## config.mk

```make
export PLATFORM = sky130hd
export DESIGN_NAME = my_mem_par
export DESIGN_NICKNAME = d
export VERILOG_FILES = /design/src/rtl/my_mem_pkg.sv /design/src/rtl/my_mem_err_cnt.sv /design/src/rtl/my_mem_par.sv
export SDC_FILE = /design/constraint.sdc
export NUM_CORES = 1
export LEC_CHECK = 0
export CORE_ASPECT_RATIO = 1.75
export CORE_MARGIN = 2
export CORE_UTILIZATION = 40
export CTS_BUF_LIST = sky130_fd_sc_hd__clkbuf_4 sky130_fd_sc_hd__clkbuf_8
export DETAILED_ROUTE_END_ITERATION = 6
export GPL_ROUTABILITY_DRIVEN = 0
export SYNTH_ARGS = -nofsm -noshare
export SYNTH_HDL_FRONTEND = slang
export SYNTH_SLANG_ARGS = --single-unit
```

## constraint.sdc

```tcl
create_clock -name clk -period 9.1 [get_ports clk]
set_input_delay 1.82 -clock clk [delete_from_list [all_inputs] [get_ports clk]]
set_output_delay 1.82 -clock clk [all_outputs]
set_load 0.03 [all_outputs]
```

## src/rtl/my_mem_pkg.sv

```systemverilog
// Shared types and helpers for the my_mem family.
//   - state_t        : controller states (INIT sweep, IDLE service)
//   - even_par()     : even parity of a data vector (zero-extend narrower data)
//   - MY_MEM_WORD_T  : stored word layout {par, data} for a given data width
`define MY_MEM_WORD_T(W) struct packed { logic par; logic [(W)-1:0] data; }

package my_mem_pkg;

  typedef enum logic {
    INIT = 1'b0,
    IDLE = 1'b1
  } state_t;

  // Widest data word the parity helper handles; zero-extension keeps parity.
  localparam int unsigned PAR_MAX_W = 64;

  function automatic logic even_par(input logic [PAR_MAX_W-1:0] d);
    return ^d;
  endfunction

endpackage

```

## src/rtl/my_mem_err_cnt.sv

```systemverilog
// Saturating event counter with synchronous clear.
//   clk, rst_n : clock, async active-low reset
//   inc        : count one event this cycle
//   clr        : clear to zero (wins over inc)
//   count      : current count, sticks at all-ones
module my_mem_err_cnt #(
  parameter int unsigned CNT_W = 8
) (
  input  logic             clk,
  input  logic             rst_n,
  input  logic             inc,
  input  logic             clr,
  output logic [CNT_W-1:0] count
);

  localparam logic [CNT_W-1:0] CNT_MAX = '1;

  // Clear first, then saturating increment.
  always_ff @(posedge clk or negedge rst_n) begin
    if (!rst_n) begin
      count <= '0;
    end else if (clr) begin
      count <= '0;
    end else if (inc && (count != CNT_MAX)) begin
      count <= count + CNT_W'(1);
    end
  end

endmodule

```

## src/rtl/my_mem_par.sv

```systemverilog
// Single-port synchronous RAM with stored even parity, range checking,
// registered read-valid and a post-reset clearing sweep.
//   clk, rst_n   : clock, async active-low reset
//   write, read  : access strobes, honoured only while ready=1
//   address      : word address; >= DEPTH is flagged, never aliased
//   data_in      : write data
//   inj_par_err  : with write, store inverted parity
//   clr_err      : clear err_count
//   ready        : controller idle and accepting strobes
//   data_out     : {stored parity, data} of the last read
//   rd_valid     : one-cycle pulse, data_out updated
//   par_err      : with rd_valid, stored word has odd total parity
//   addr_err     : one-cycle pulse after an out-of-range access
//   err_count    : saturating count of par_err/addr_err cycles
module my_mem_par
  import my_mem_pkg::*;
#(
  parameter int unsigned DATA_W = 8,
  parameter int unsigned ADDR_W = 16,
  parameter int unsigned DEPTH  = 64,
  parameter int unsigned CNT_W  = 8
) (
  input  logic              clk,
  input  logic              rst_n,
  input  logic              write,
  input  logic              read,
  input  logic [ADDR_W-1:0] address,
  input  logic [DATA_W-1:0] data_in,
  input  logic              inj_par_err,
  input  logic              clr_err,
  output logic              ready,
  output logic [DATA_W:0]   data_out,
  output logic              rd_valid,
  output logic              par_err,
  output logic              addr_err,
  output logic [CNT_W-1:0]  err_count
);

  localparam int unsigned IDX_W = (DEPTH > 1) ? $clog2(DEPTH) : 1;

  typedef `MY_MEM_WORD_T(DATA_W) word_t;

  word_t            mem [DEPTH];
  state_t           state;
  logic [IDX_W-1:0] ptr;

  logic             in_range_c;
  logic [IDX_W-1:0] idx_c;
  word_t            rd_word_c;
  logic             rd_par_c;
  logic             mem_we_c;
  logic [IDX_W-1:0] mem_wa_c;
  word_t            mem_wd_c;

  // Address decode, read word, and write-port steering (sweep or user).
  always_comb begin
    in_range_c = ({1'b0, address} < (ADDR_W+1)'(DEPTH));
    idx_c      = address[IDX_W-1:0];
    rd_word_c  = mem[idx_c];
    rd_par_c   = rd_word_c.par ^ even_par(PAR_MAX_W'(rd_word_c.data));

    mem_we_c   = 1'b0;
    mem_wa_c   = ptr;
    mem_wd_c   = '0;
    if (state == INIT) begin
      mem_we_c = 1'b1;
    end else if (write && in_range_c) begin
      mem_we_c      = 1'b1;
      mem_wa_c      = idx_c;
      mem_wd_c.par  = even_par(PAR_MAX_W'(data_in)) ^ inj_par_err;
      mem_wd_c.data = data_in;
    end
  end

  // Storage array; read side samples the old word, giving read-first.
  always_ff @(posedge clk) begin
    if (mem_we_c) begin
      mem[mem_wa_c] <= mem_wd_c;
    end
  end

  // Controller: clearing sweep after reset, then access service.
  always_ff @(posedge clk or negedge rst_n) begin
    if (!rst_n) begin
      state    <= INIT;
      ptr      <= '0;
      ready    <= 1'b0;
      data_out <= '0;
      rd_valid <= 1'b0;
      par_err  <= 1'b0;
      addr_err <= 1'b0;
    end else begin
      rd_valid <= 1'b0;
      par_err  <= 1'b0;
      addr_err <= 1'b0;
      case (state)
        INIT: begin
          ptr <= ptr + IDX_W'(1);
          if (ptr == IDX_W'(DEPTH - 1)) begin
            state <= IDLE;
            ready <= 1'b1;
          end
        end
        IDLE: begin
          if ((read || write) && !in_range_c) begin
            addr_err <= 1'b1;
          end
          if (read) begin
            rd_valid <= 1'b1;
            if (in_range_c) begin
              data_out <= rd_word_c;
              par_err  <= rd_par_c;
            end else begin
              data_out <= '0;
            end
          end
        end
        default: begin
          state <= INIT;
          ready <= 1'b0;
        end
      endcase
    end
  end

  my_mem_err_cnt #(
    .CNT_W (CNT_W)
  ) u_err_cnt (
    .clk   (clk),
    .rst_n (rst_n),
    .inc   (par_err | addr_err),
    .clr   (clr_err),
    .count (err_count)
  );

endmodule
```

# After elaboration in Yosys (flattened, before gate mapping)
# Memories as Yosys holds them, arrays and structs flattened.
# Cells that the tools add are included.
[totals]
regBits = 28
latchBits = 0
ramBits = 576
rom_bits = 0
inputBits = 30
output_inout_bits = 21
wordCells = 48
mem_count = 1
[op_classes]
add_sub_neg = 2
multipliers = 0
div_mod_pow = 0
order_cmp = 1
eq_ne = 2
shift = 0
muxes = 20
bitwise_logic = 4
n_reduce_logical = 10
[mem_list]
columns = ["name", "words", "width", "read_ports", "rd_ports_with_merged_regs", "write_ports", "line_no", "text"]
rows = [
  ["mem", 64, 9, 1, 0, 1, "my_mem_par.sv:43", "word_t mem [DEPTH];"],
]
[ops]
columns = ["operator", "count"]
rows = [
  ["64-bit parity", 2],
  ["9-bit two-way mux", 3],
  ["16-bit by 7-bit less-than comparator with 1-bit output, second input constant", 1],
  ["8-bit two-way mux", 2],
  ["1-bit two-way mux", 13],
  ["6-bit two-way mux", 2],
  ["8-bit by 1-bit adder with 8-bit output, second input constant", 1],
  ["8-bit != test, second input constant", 1],
  ["6-bit by 1-bit adder with 6-bit output, second input constant", 1],
  ["6-bit == test, second input constant", 1],
  ["2-bit AND reduction", 2],
  ["1-bit logical AND", 3],
  ["2-bit nonzero test", 1],
  ["1-bit bitwise XOR", 2],
  ["1-bit logical NOT", 1],
  ["1-bit logical OR", 1],
  ["1-bit NOT", 1],
  ["1-bit OR", 1],
]

# Longest topological paths before layout
# Gate-level depths: netlist of run 1.
[logic_depth]
ltp_word = 6
ltp_mapped = 14
ltp_nobuf = 9

# Modules after synthesis
# A second synthesis of run 1 with hierarchy kept.
[hier_totals]
cells_unflattened = 1182
hier_area_um2 = 24098.1
[by_module_without_submodules]
columns = ["mod", "instances", "cells_per_inst", "area_each_um2"]
rows = [
  ["my_mem_par", 1, 1133, 23633.9],
  ["my_mem_err_cnt", 1, 49, 464.2],
]

# Least setup slack after synthesis of run 1
# OpenSTA, ideal clock, no wires.
[synth_path]
path_type = "input port to flip-flop"
startpoint = "in address[10]"
endpoint = "mem mem[0][8] (netlist bit), data pin"
setup_ns = 0.499
t_arrival_ns = 4.764
required_ns = 8.601
path_slack_ns = 3.837
stages = 5
n_path_buf = 1
cell_sequence = "or4_1 nor4_2 nand3_1 clkbuf_1 nor2_1"
[synth_lines]
columns = ["item", "line_no", "text"]
rows = [
  ["start, declared", "my_mem_par.sv:27", "input logic [ADDR_W-1:0] address,"],
  ["end, declared", "my_mem_par.sv:43", ""],
]

# Worst setup path in the final report of run 1
[layout_path]
startpoint = "in address[10]"
endpoint = "mem mem[52][5] (netlist bit), enable pin"
[layout_between]
elab_chain_len = 6
elab_cells_between_ends = 8
classes_between = "order compare (1); mux (6); reduce/logical (1)"
[layout_lines]
columns = ["item", "line_no", "text"]
rows = [
  ["16-bit by 7-bit less-than comparator with 1-bit output (*)", "my_mem_par.sv:57", "in_range_c = ({1'b0, address} < (ADDR_W+1)'(DEPTH));"],
  ["1-bit logical AND (*)", "my_mem_par.sv:67", "end else if (write && in_range_c) begin"],
  ["1-bit two-way mux", "my_mem_par.sv:67", ""],
  ["1-bit two-way mux", "my_mem_par.sv:65", "if (state == INIT) begin"],
  ["1-bit two-way mux", "my_mem_par.sv:77", "if (mem_we_c) begin"],
  ["1-bit two-way mux (implied by the code)", "my_mem_par.sv:78", "mem[mem_wa_c] <= mem_wd_c;"],
]
# Mark *: on every way between the ends. The rest lies on a longest branch, timed or not.

==> out/summary.txt, run 1 <==
Worst min path class = reg2reg
Cts bufs inserted = 80
Chip width = 189 um
Avg WL per Cell = 27.3 um
Vias in the first global route = 12600
Later-pin clock latency in the skew report = 0.68 ns
Via Count = 11700
Total iterations of the first detailed-routing run = 5
WL final = 57.5 mm
Reg-to-reg startpoint = state
Critical Path Sink Type = flop
Final Max Tran Viols = 0
RSZ-0062 raised after global routing = false
Final Hold Viols = 0
Primary FF master, synth = edfxtp_1
Leading area contributor after synthesis = edfxtp_1
CP Data Required Time = 9.39 ns
CTS tree = yes
Chip Height = 328 um
Final setup fails = 0
CTS resizes = 0
Layout area overhead = 12.3%
# DRC = 0
CTS max path bufs = 3
Worst EP arrival = 5.93 ns
Non-filler cells, final = 2107
Share of the synthesized area in the top cell type = 0.722
Status = finished clean
HP Start = data_out[5]
Fmax achieved = 0.177 GHz
Max-cap violations = 0
Setup TNS = 0 ns
Crit path from = address[10]
Final Power = 5.30 mW
Fin Clk Skew = 0.0363 ns
CP Class = in2reg
Largest net degree at the start of global routing = 70
Clk slew on worst S/H paths = 0.08 ns
Clk sinks = 604
Area post-placement = 0.0252 mm2
Number of synthesized register bits = 604
Post-CTS Setup Bufs = 0
Peak supply drop = 84.1 uV
Library cells used by synthesis = 59
Synth Net Count = 1195
Hold_buf cts = 0
Commonest cells post-synth = edfxtp_1 (576), mux4_2 (134), nor2_1 (79), nand2_1 (48), mux2i_1 (29)
Placed cells = 1961
Number of synthesized flops with an enable pin = 576
Fin crit share = 0.620
Initial DRC count = 993
Initial Utilization = 0.405
Syn avg cell area = 20.6 um2
Number of H-tree levels = 3
Initial antenna violation count = 1
Yosys warns = 0
Mapped Cells = 1163
Clock period minus worst slack = 5.64 ns
Grt ovf = 0
Final Instance Area = 0.0269 mm2
Post-DP HPWL = 36.3 mm
Cell Pwr Density = 197 mW/mm2
# rows = 118
Leak = 7.07 nW
Core area = 0.0592 mm2
Async SR Flop Fraction = 0.0464
Layout cell share with drive strength beyond 1 = 0.230
Detail Route Antenna Nets = 0
Synth area leaders = edfxtp_1 (72%), mux4_2 (13%), dfrtp_1 (2.9%)
Seq/Total Area, Yosys = 0.751
First-pass GRT wire length = 84.3 mm
Slew HR = 0.218
Layout net count = 1295
CP max FO = 19
Count leader, synth = edfxtp_1
PortBufs = 50
Die area = 0.0619 mm2
Drt via density = 5.57
Slew @ Worst Pin = 1.17 ns
Mapped cell area = 0.0240 mm2
Num ports = 51
GR Util All Layers = 0.190
Root Driver = clkbuf_8
Startpoint types = input pin
[path summary, 6_finish.rpt]
| path | endpoint | slack, ns | depth (start not counted) |
|---|---|---|---|
| max | mem[52][5] | 3.46 | 8 |
| min | data_out[5] | 0.49 | 2 |
| max reg2reg | mem[52][5] | 5.44 | 5 |
| min reg2reg | data_out[5] | 0.49 | 2 |
| max in group asynchronous | par_err | 7.29 | 2 |
| min in group asynchronous | addr_err | 1.52 | 2 |
[stage by stage]
stage	util	hold WS (ns)	setup slack (ns)
after global routing	0.455	0.528	3.23
after CTS	0.455	0.498	3.51
after floorplan	-	0.479	3.84
after global placement	0.426	0.483	2.92
after detailed placement	0.426	0.480	2.79
final	0.455	0.495	3.46
[logic make-up (layout without fill, tap and decap cells)]
group / after synthesis / count (layout) / synth area share
XOR/XNOR: 26 / 26 / 0.00951
other: 0 / 1 / 0
buffers and inverters: 63 / 226 / 0.0174
adder cells (fa/ha/maj): 2 / 2 / 0.00104
multiplexers: 177 / 177 / 0.153
flip-flops: 604 / 604 / 0.751
AO/OA/AOI/OAI: 104 / 104 / 0.0314
AND/OR/NAND/NOR: 187 / 187 / 0.0366
[layer usage]
| layer | vias to the layer above | GRT usage | routed length (um) | share of wire |
|---|---|---|---|---|
| li1 | 5017 | - | - | - |
| met1 | 6194 | 0.210 | 20600 | 0.36 |
| met2 | 419 | 0.355 | 31900 | 0.55 |
| met3 | 110 | 0.0297 | 2720 | 0.047 |
| met4 | 0 | 0.0854 | 2320 | 0.040 |
| met5 | - | 0 | 0 | 0 |
[where the power goes]
| group | leakage [nW] | switching (mW) | internal (mW) |
|---|---|---|---|
| clock network | 0.840 | 1.01 | 1.12 |
| registers | 4.39 | 0.000000000000000125 | 3.00 |
| logic | 1.84 | 0.101 | 0.0712 |
| total | 7.07 | 1.11 | 4.19 |
[cell usage in the layout, fill, tap and decap left out, drive strengths merged, types with 2 or more instances in the layout]
cell,instances
a22o,11
and2,12
or3,4
nand2,48
mux4,147
nor2,79
o21ai,15
nor2b,7
o21a,4
edfxtp,576
a2bb2oi,3
clkdlybuf4s50,47
o22ai,4
bufinv,7
ha,2
o31ai,4
xor2,8
nand3,14
or4,2
xnor2,18
a211oi,3
nor4,2
a22oi,21
a21o,2
buf,28
nand3b,2
clkinv,32
nor3,5
mux2i,29
clkbuf,99
inv,5
nand4,6
a221oi,8
a21oi,15
dfrtp,28
nand2b,4
clkinvlp,8
a31oi,6
[registers in the layout, summed over array words and instances (netlist names)]
name and flops:
rd_valid 1, mem 576, par_err 1, ready 1
state 1, ptr 6, data_out 9, u_err_cnt.count 8
addr_err 1
[critical path: stages]
cell and delay [ns]:
clkdlybuf4s50_1 0.39, or4_1 0.56, nor4_2 0.42, nand3_1 0.65
or3_1 0.58, o31ai_1 0.11, nand2_1 0.53, nor2_1 0.84
[area by class of cell]
cell class / count / area, um2
Fill cell: 4958 / 32300
Sequential cell: 604 / 18000
Multi-Input combinational cell: 496 / 5560
Clock buffer: 99 / 1260
Tap cell: 780 / 976
Timing Repair Buffer: 75 / 689
Clock inverter: 46 / 402
Inverter: 6 / 22.5
Antenna cell: 1 / 2.50
Power figures use the tool's default switching activity.
==> inputs of run 2 (changes only) <==
==> constraint.sdc (replaced) <==
create_clock -name clk -period 4.7 [get_ports clk]
set_input_delay 0.94 -clock clk [delete_from_list [all_inputs] [get_ports clk]]
set_output_delay 0.94 -clock clk [all_outputs]
set_load 0.03 [all_outputs]
==> run 2 against run 1 <==
  * Critical path depth is 2 higher
  * Combinational power is 110% higher
  * First-iteration DRC count is 3.0% lower
  * Sequential share of layout area is 2.1 points lower
  * Clock-buffer cell count is 12 higher
  * Critical endpoint is now mem[36][6]
  * Largest cell class unchanged
==> out/summary.txt, run 2 (same netlist as run 1, synthesis figures left out) <==
Final Max Tran Viols = 0 (unchanged)
Fin crit share = 0.801
Grt ovf = 0 (unchanged)
Clock share of power = 0.389 (was 0.402)
Final Hold Viols = 0 (unchanged)
Num ports = 51 (unchanged)
Sequential power share = 0.575 (was 0.565)
Status = finished clean (unchanged)
CTS resizes = 0 (unchanged)
Chip Height = 328 um (unchanged)
DP Worst Slack = 0.297 ns (was 2.79 ns)
Via Count = 12000 (was 11700)
RSZ-0062 raised after global routing = false (unchanged)
Clk sinks = 604 (unchanged)
Total iterations of the first detailed-routing run = 5 (unchanged)
Drt via density = 5.44 (was 5.57)
Number of H-tree levels = 3 (unchanged)
CTS max path bufs = 3 (unchanged)
Max reg flops = 576 (unchanged)
Layout cell share with drive strength beyond 1 = 0.284 (was 0.230)
Clock period minus worst slack = 3.76 ns
Slew @ Worst Pin = 1.05 ns (was 1.17 ns)
First-pass GRT wire length = 86.4 mm (was 84.3 mm)
Setup TNS = 0 ns (unchanged)
P_int = 8.00 mW (was 4.19 mW)
Biggest regs = mem: 576 flops, data_out: 9 flops, u_err_cnt.count: 8 flops (unchanged)
Final Instance Area = 0.0278 mm2 (was 0.0269 mm2)
Later-pin clock latency in the skew report = 0.67 ns (was 0.68 ns)
# rows = 118 (unchanged)
Commonest non-fill, non-tap cell in the layout = edfxtp_1 (unchanged)
Final setup fails = 0 (unchanged)
Hold_buf cts = 0 (unchanged)
Initial Utilization = 0.405 (unchanged)
Largest net degree at the start of global routing = 65 (was 70)
Post-route setup slack = 0.936 ns (was 3.46 ns)
Worst EP arrival = 4.12 ns (was 5.93 ns)
Die area = 0.0619 mm2 (unchanged)
Most frequent cells in the layout = edfxtp_1 (576), mux4_2 (134), buf_4 (108) (was edfxtp_1 (576), mux4_2 (134), clkbuf_8 (83))
CP Data Required Time = 5.06 ns (was 9.39 ns)
Register area = 0.0180 mm2 (unchanged)
FILL cells = 4928 (was 4958)
Leak = 7.64 nW (was 7.07 nW)
Peak supply drop = 148 uV (was 84.1 uV)
Core area = 0.0592 mm2 (unchanged)
Layout net count = 1396 (was 1295)
Sw Ratio = 0.207 (was 0.210)
Startpoint types = input pin (unchanged)
Root Driver = clkbuf_8 (unchanged)
Multi-input logic area = 0.00556 mm2 (about the same)
Critical Path Sink Type = flop (unchanged)
# DRC = 0 (unchanged)
GR Util All Layers = 0.195 (was 0.190)
Max-cap violations = 0 (unchanged)
Avg WL per Cell = 26.8 um (was 27.3 um)
CTS tree = yes (unchanged)
Layout area overhead = 16.0% (was 12.3%)
Post-DP HPWL = 38.8 mm (was 36.3 mm)
Initial antenna violation count = 1 (unchanged)
Detail Route Antenna Nets = 0 (unchanged)
Top reg by flops = mem (unchanged)
Worst min path class = reg2reg (unchanged)
Cts bufs inserted = 81 (was 80)
CP Class = in2reg (unchanged)
Cell Pwr Density = 363 mW/mm2 (was 197 mW/mm2)
Slew HR = 0.282 (was 0.218)
Logic pwr share = 0.035 (was 0.032)
P_sw = 2.09 mW (was 1.11 mW)
Vias in the first global route = 12800 (was 12600)
Fin Clk Skew = 0.0292 ns (was 0.0363 ns)
Initial DRC count = 963 (was 993)
Clk slew on worst S/H paths = 0.06 ns (was 0.08 ns)
CP max FO = 17 (was 19)
Chip width = 189 um (unchanged)
Fmax achieved = 0.266 GHz
Area post-placement = 0.0262 mm2 (was 0.0252 mm2)
WL final = 59.1 mm (was 57.5 mm)
Post-CTS Setup Bufs = 0 (unchanged)
PortBufs = 50 (unchanged)
[run 2: changes by cell type in the layout (fill, tap and decap cells not counted), sizes merged]
cell      before  now
buf           28  128
clkinvlp       8    2
inv            5    6
bufinv         7    3
clkinv        32   30
clkbuf        99  111
[run 2: worst max-delay path, stage by stage]
cell             delay, ns
clkdlybuf4s50_1       0.40
or4_1                 0.53
nor4_2                0.36
nand3_1               0.20
buf_4                 0.24
or3_1                 0.34
o31ai_1               0.11
nand2_1               0.47
nor2_1                0.30
buf_4                 0.21
[run 2: metrics by stage]
stage / hold WS, ns / cells / util / total power [mW]
after floorplan: 0.479 / 1163 / - / 6.15
after global placement: 0.476 / 2061 / 0.443 / 6.27
after detailed placement: 0.480 / 2061 / 0.443 / 6.27
after CTS: 0.492 / 2207 / 0.470 / 10.2
after global routing: 0.515 / 2208 / 0.470 / 10.4
final: 0.487 / 2208 / 0.470 / 10.1
[run 2: final timing paths]
check	from	endpoint	slack [ns]	cells past startpoint
max	address[10]	mem[36][6]	0.94	10
min	data_out[5]	data_out[5]	0.49	2
max reg2reg	mem[13][7]	par_err	1.74	9
min reg2reg	data_out[5]	data_out[5]	0.49	2
max in group asynchronous	rst_n	data_out[4]	3.73	2
min in group asynchronous	rst_n	u_err_cnt.count[7]	0.68	2
[run 2: cell type report]
type,count,share of cell area
tap,780,0.0351
clock inverter,35,0.00828
sequential,604,0.647
clock buffer,111,0.0489
timing repair buffer,175,0.0595
antenna,1,0.0000900
inverter,6,0.000810
multi-input combinational,496,0.200
[run 2: per-layer routing]
| metal | wire length [um] | GRT usage |
|---|---|---|
| met1 | 21500 | 0.219 |
| met2 | 31600 | 0.349 |
| met3 | 2590 | 0.0315 |
| met4 | 3490 | 0.117 |
| met5 | 0 | 0 |
[run 2: power by group through the flow]
stage	Clock, mW	Combinational, mW	Sequential [mW]
detailed placement	0	0.357	5.92
floorplan	0	0.232	5.92
global route	4.23	0.377	5.80
finish	3.93	0.355	5.80
global placement	0	0.357	5.92
CTS	4.03	0.358	5.80
==> edit 1 (config.mk and constraints of run 1) <==
Make the reset (`rst_n`) synchronous in 2 clocked blocks. Comments in the files are not updated.
--- a/src/rtl/my_mem_err_cnt.sv
+++ b/src/rtl/my_mem_err_cnt.sv
@@ -16,7 +16,7 @@
   localparam logic [CNT_W-1:0] CNT_MAX = '1;
 
   // Clear first, then saturating increment.
-  always_ff @(posedge clk or negedge rst_n) begin
+  always_ff @(posedge clk) begin
     if (!rst_n) begin
       count <= '0;
     end else if (clr) begin
--- a/src/rtl/my_mem_par.sv
+++ b/src/rtl/my_mem_par.sv
@@ -80,7 +80,7 @@
   end
 
   // Controller: clearing sweep after reset, then access service.
-  always_ff @(posedge clk or negedge rst_n) begin
+  always_ff @(posedge clk) begin
     if (!rst_n) begin
       state    <= INIT;
       ptr      <= '0;
Check against the original RTL: same outputs for any inputs over 10 cycles, from zero or initial values and one cycle with rst_n low; that may be too few to reach the edited logic, so the function may still have changed.
==> edit 1 against run 1 <==
- power decreased by 1.8%
- final area decreased by 1.2%
- cell count decreased by 0.43%
- wire length increased by 1.1%
- clock skew decreased by 0.013 ns
- worst setup slack got worse by 0.26 ns
- critical path depth unchanged
- sequential cell count unchanged
- register-to-register slack got worse by 0.22 ns
- sequential share of layout area increased by 0.29 points
- count of clock-buffer cells in the layout increased by 9
- synthesized area decreased by 0.55%
- critical endpoint is now mem[34][8]
==> edit 1: results (changes against run 1) <==
stage;metric;value;unit;change
placed_design;port-buffer-count;50;;unchanged
critical_path;worst-r2r-cell-count;5;;unchanged
layout;layout-drive-gt1-share;23.5;%;+0.46 points
synthesis;async_reset_ff_share;0;%;-4.6 points
critical_path;critPathSlowestCell;and3_1;;
detailed_routing;vias;11626;;-0.97%
clocking;postCtsResizedCells;0;;unchanged
synthesis;synth_cell_types;54;;-8.5%
critical_path;cpPeakStageDelay;1.06;ns;+0.22 ns
synthesis;ys_seq_area_share;75.0;%;-0.17 points
grt;grtUsageTotal;19.2;%;+0.22 points
clocking;clockBufferDepth;3;;unchanged
grt;grt_max_degree;82;;+17%
synthesis;yosysWarnings;0;;unchanged
clocking;clk-insertion-delay-late;0.66;ns;-0.02 ns
hold_path;hold_depth;2;;unchanged
hold_path;hold_path_class;reg2reg;;
status;status;completed;;
synthesis;synth.area.top_cells;edfxtp_1 73%, mux4_2 14%, dfxtp_1 2.4%;;
timing;worst_slew_pin_slew;1.19;ns;+0.0149 ns
timing;report.final.slew_viol_count;0;;unchanged
critical_path;critical_path_arrival;6.20;ns;+0.27 ns
synthesis;synth_common_cells;576 x edfxtp_1, 153 x mux4_2, 86 x nor2_1;;
layout;reg_top3;mem: 576 flops, data_out: 9 flops, u_err_cnt.count: 8 flops;;
placed_design;dpl.hpwl;36700;µm;+1.1%
grt;antenna_found_initial;3;;+2
synthesis;synth_compound_area_share;2.75;%;-0.39 points
timing;fin_skew;0.0228;ns;-0.0135 ns
synthesis;yosys.area_share.xor_xnor;0.924;%;-0.026 points
synthesis;synth_fp_nets;1210;;+1.3%
critical_path;critPathMaxFanout;29;;+10
power;leakage;8.72;nW;+23%
clocking;clkTransAtPathRegs;0.07;ns;
clocking;cts_setup_buffers;0;;unchanged
layout;nets;1291;;-0.31%
detailed_routing;drt_iter0_markers;1144;;+15%
layout;fillers;5041;;+1.7%
clocking;htreeDepth;3;;unchanged
power;vdd_ir_drop_max;0.0000908;V;+7.9%
synthesis;synth_edf_count;576;;unchanged
clocking;cts_buffers;81;;+1.3%
detailed_routing;dr.pass1.iters;5;;unchanged
grt;grt_pass1_wl;84400;µm;about the same
clocking;clock_tree.root_cell;clkbuf_8;;
synthesis;synth_fa_ha_area_share;0.105;%;+0.00058 points
synthesis;muxShareOfSynthArea;15.6;%;+0.28 points
detailed_routing;wl;58200;µm;+1.1%
edit 1: cell count changes in the layout (fill, tap and decap cells not counted), sizes merged, moves of 7 or more:
cell | before | now
dfxtp | 0 | 28
clkbuf | 99 | 108
nor2 | 79 | 87
a221oi | 8 | 0
xnor2 | 18 | 11
dfrtp | 28 | 0
buf | 28 | 15
edit 1: cell type report:
type | count | share of cell area (%)
repair buffers | 61 | 2.23
diodes | 1 | 0.00941
inverters | 5 | 0.0706
clock buffers | 108 | 5.05
well taps | 780 | 3.67
multi-input cells | 506 | 21.1
clock inverters | 33 | 0.692
flip-flops and latches | 604 | 67.2
edit 1: final timing paths:
check,start,end,slack (ns)
setup / recovery,address[11],mem[34][8],3.19
hold / removal,data_out[5],data_out[5],0.45
setup reg to reg,state,mem[34][8],5.22
hold reg to reg,data_out[5],data_out[5],0.45
edit 1: metal layers:
| metal | wire (µm) | track usage [%] |
|---|---|---|
| met1 | 20500 | 21.4 |
| met2 | 31800 | 35.1 |
| met3 | 3030 | 3.12 |
| met4 | 2830 | 9.87 |
| met5 | 0 | 0 |
edit 1: power breakdown:
| part | switching (mW) | internal [mW] |
|---|---|---|
| combinational | 0.123 | 0.0830 |
| sequential | 0.00626 | 3.01 |
| clock | 0.989 | 0.990 |
edit 1: worst max-delay path, delay by kind of cell:
kind	cells	cell delay, ns
compound gates	1	0.24
simple gates	6	3.71
buf+inv	1	0.40
edit 1: through the flow:
step	worst slack [ns]	area, µm²	std cells	hold slack (ns)	power (mW)
3_5_place_dp	2.44	25100	1956	0.442	3.29
6_report	3.19	26600	2098	0.449	5.20
3_3_place_gp	2.56	25100	1956	0.437	3.28
5_1_grt	2.89	26600	2098	0.490	5.36
2_1_floorplan	3.93	23800	1178	0.509	3.22
4_1_cts	3.14	26600	2097	0.456	5.25
==> edit 2 (config.mk and constraints of run 1) <==
Without the edit above. Change the parameter `DATA_W` from 8 to 12.
--- a/src/rtl/my_mem_par.sv
+++ b/src/rtl/my_mem_par.sv
@@ -15,7 +15,7 @@
 module my_mem_par
   import my_mem_pkg::*;
 #(
-  parameter int unsigned DATA_W = 8,
+  parameter int unsigned DATA_W = 12,
   parameter int unsigned ADDR_W = 16,
   parameter int unsigned DEPTH  = 64,
   parameter int unsigned CNT_W  = 8
Interface: changed (resized data_in and data_out); port bits go from 51 to 59. No check against the original RTL was run, so the function may have changed too.
==> edit 2 against run 1 <==
- global-route usage increased by 1.5 points
- synthesized cell count rose by 40%
- worst setup slack improved by 0.31 ns
- utilization is 0.15 points higher
- synthesized area grew 42%
- largest power group unchanged
- wire length increased by 52%
- power grew 46%
- sequential cell count up 260
- via count grew 44%
- die area up 41%
- critical path type unchanged
- register-to-register slack gained 0.07 ns
- final area rose by 43%
- combinational power is 48% higher
==> edit 2: results (changes against run 1) <==
stage;metric;value;unit;change
critical_path;critPathMaxFanout;23;;+4
power;vdd_ir_drop_max;0.000125;V;+49%
synthesis;synthCells;1625;;+40%
grt;grt_use_met3;3.61;%;+0.64 points
status;status;completed;;
floorplan;die_x;224;µm;+19%
detailed_routing;met2_length;46900;µm;+47%
detailed_routing;wl;87600;µm;+52%
grt;grt_pass1_wl;125000;µm;+48%
grt;met1_usage;23.7;%;+2.7 points
critical_path;cpPeakStageDelay;1.03;ns;+0.19 ns
grt;grt_pass1_vias;17522;;+39%
power;p_clk_share;41.4;%;+1.2 points
synthesis;synth_cell_types;55;;-6.8%
synthesis;synth_common_cells;832 x edfxtp_1, 186 x mux4_2, 82 x nor2_1;;
detailed_routing;top_layer_used;met5;;
detailed_routing;wl_met1;31100;µm;+51%
power;p_seq_share;55.3;%;-1.2 points
synthesis;synth_edf_count;832;;+44%
placed_design;dp_cells;2717;;+39%
layout;layout-drive-gt1-share;25.4;%;+2.4 points
layout;fillers;6967;;+41%
synthesis;synth_compound_area_share;3.28;%;+0.14 points
synthesis;synth.area.top_cells;edfxtp_1 74%, mux4_2 12%, dfrtp_1 2.4%;;
grt;antenna_found_initial;2;;+1
grt;grt_max_degree;85;;+21%
clocking;clk-insertion-delay-late;0.78;ns;+0.10 ns
synthesis;synth_fa_ha_area_share;0.0738;%;-0.031 points
detailed_routing;dr.pass1.iters;7;;+2
synthesis;synth_fp_nets;1661;;+39%
placed_design;place_ws;3.02;ns;+0.223 ns
synthesis;muxShareOfSynthArea;14.9;%;-0.38 points
layout;reg_top3;mem: 832 flops, data_out: 13 flops, u_err_cnt.count: 8 flops;;
placed_design;dpl.hpwl;55200;µm;+52%
synthesis;ys_seq_area_share;76.0;%;+0.90 points
placed_design;port-buffer-count;58;;+16%
synthesis;yosys.area_share.xor_xnor;0.941;%;-0.0098 points
detailed_routing;drt_iter0_markers;1574;;+59%
grt;grtUsageTotal;20.4;%;+1.5 points
power;leakage;10.2;nW;+44%
power;swShare;21.0;%;about the same
synthesis;async_reset_ff_share;3.70;%;-0.93 points
clocking;cts_buffers;115;;+44%
-- edit 2: final timing paths --
check	cells past startpoint	start	to	slack [ns]
hold reg to reg	1	ptr[4]	ptr[4]	0.56
hold / removal	1	ptr[4]	ptr[4]	0.56
max in group asynchronous	1	rst_n	data_out[11]	7.41
setup / recovery	8	address[11]	mem[28][12]	3.77
min in group asynchronous	1	rst_n	u_err_cnt.count[6]	1.13
setup reg to reg	4	state	mem[28][12]	5.51
-- edit 2: layout make-up --
type	instances	area, µm²	area share, %
inverters	4	15.0	0.0391
multi-input cells	665	7610	19.8
flip-flops and latches	864	25800	67.2
well taps	1072	1340	3.50
clock buffers	142	1800	4.70
diodes	1	2.50	0.00652
clock inverters	75	777	2.02
repair buffers	114	1040	2.71
-- edit 2: through the flow --
step	cell area [µm²]	hold slack, ns
2_1_floorplan	33900	0.480
3_3_place_gp	35800	0.531
3_5_place_dp	35800	0.538
4_1_cts	38400	0.551
5_1_grt	38400	0.560
6_report	38400	0.556
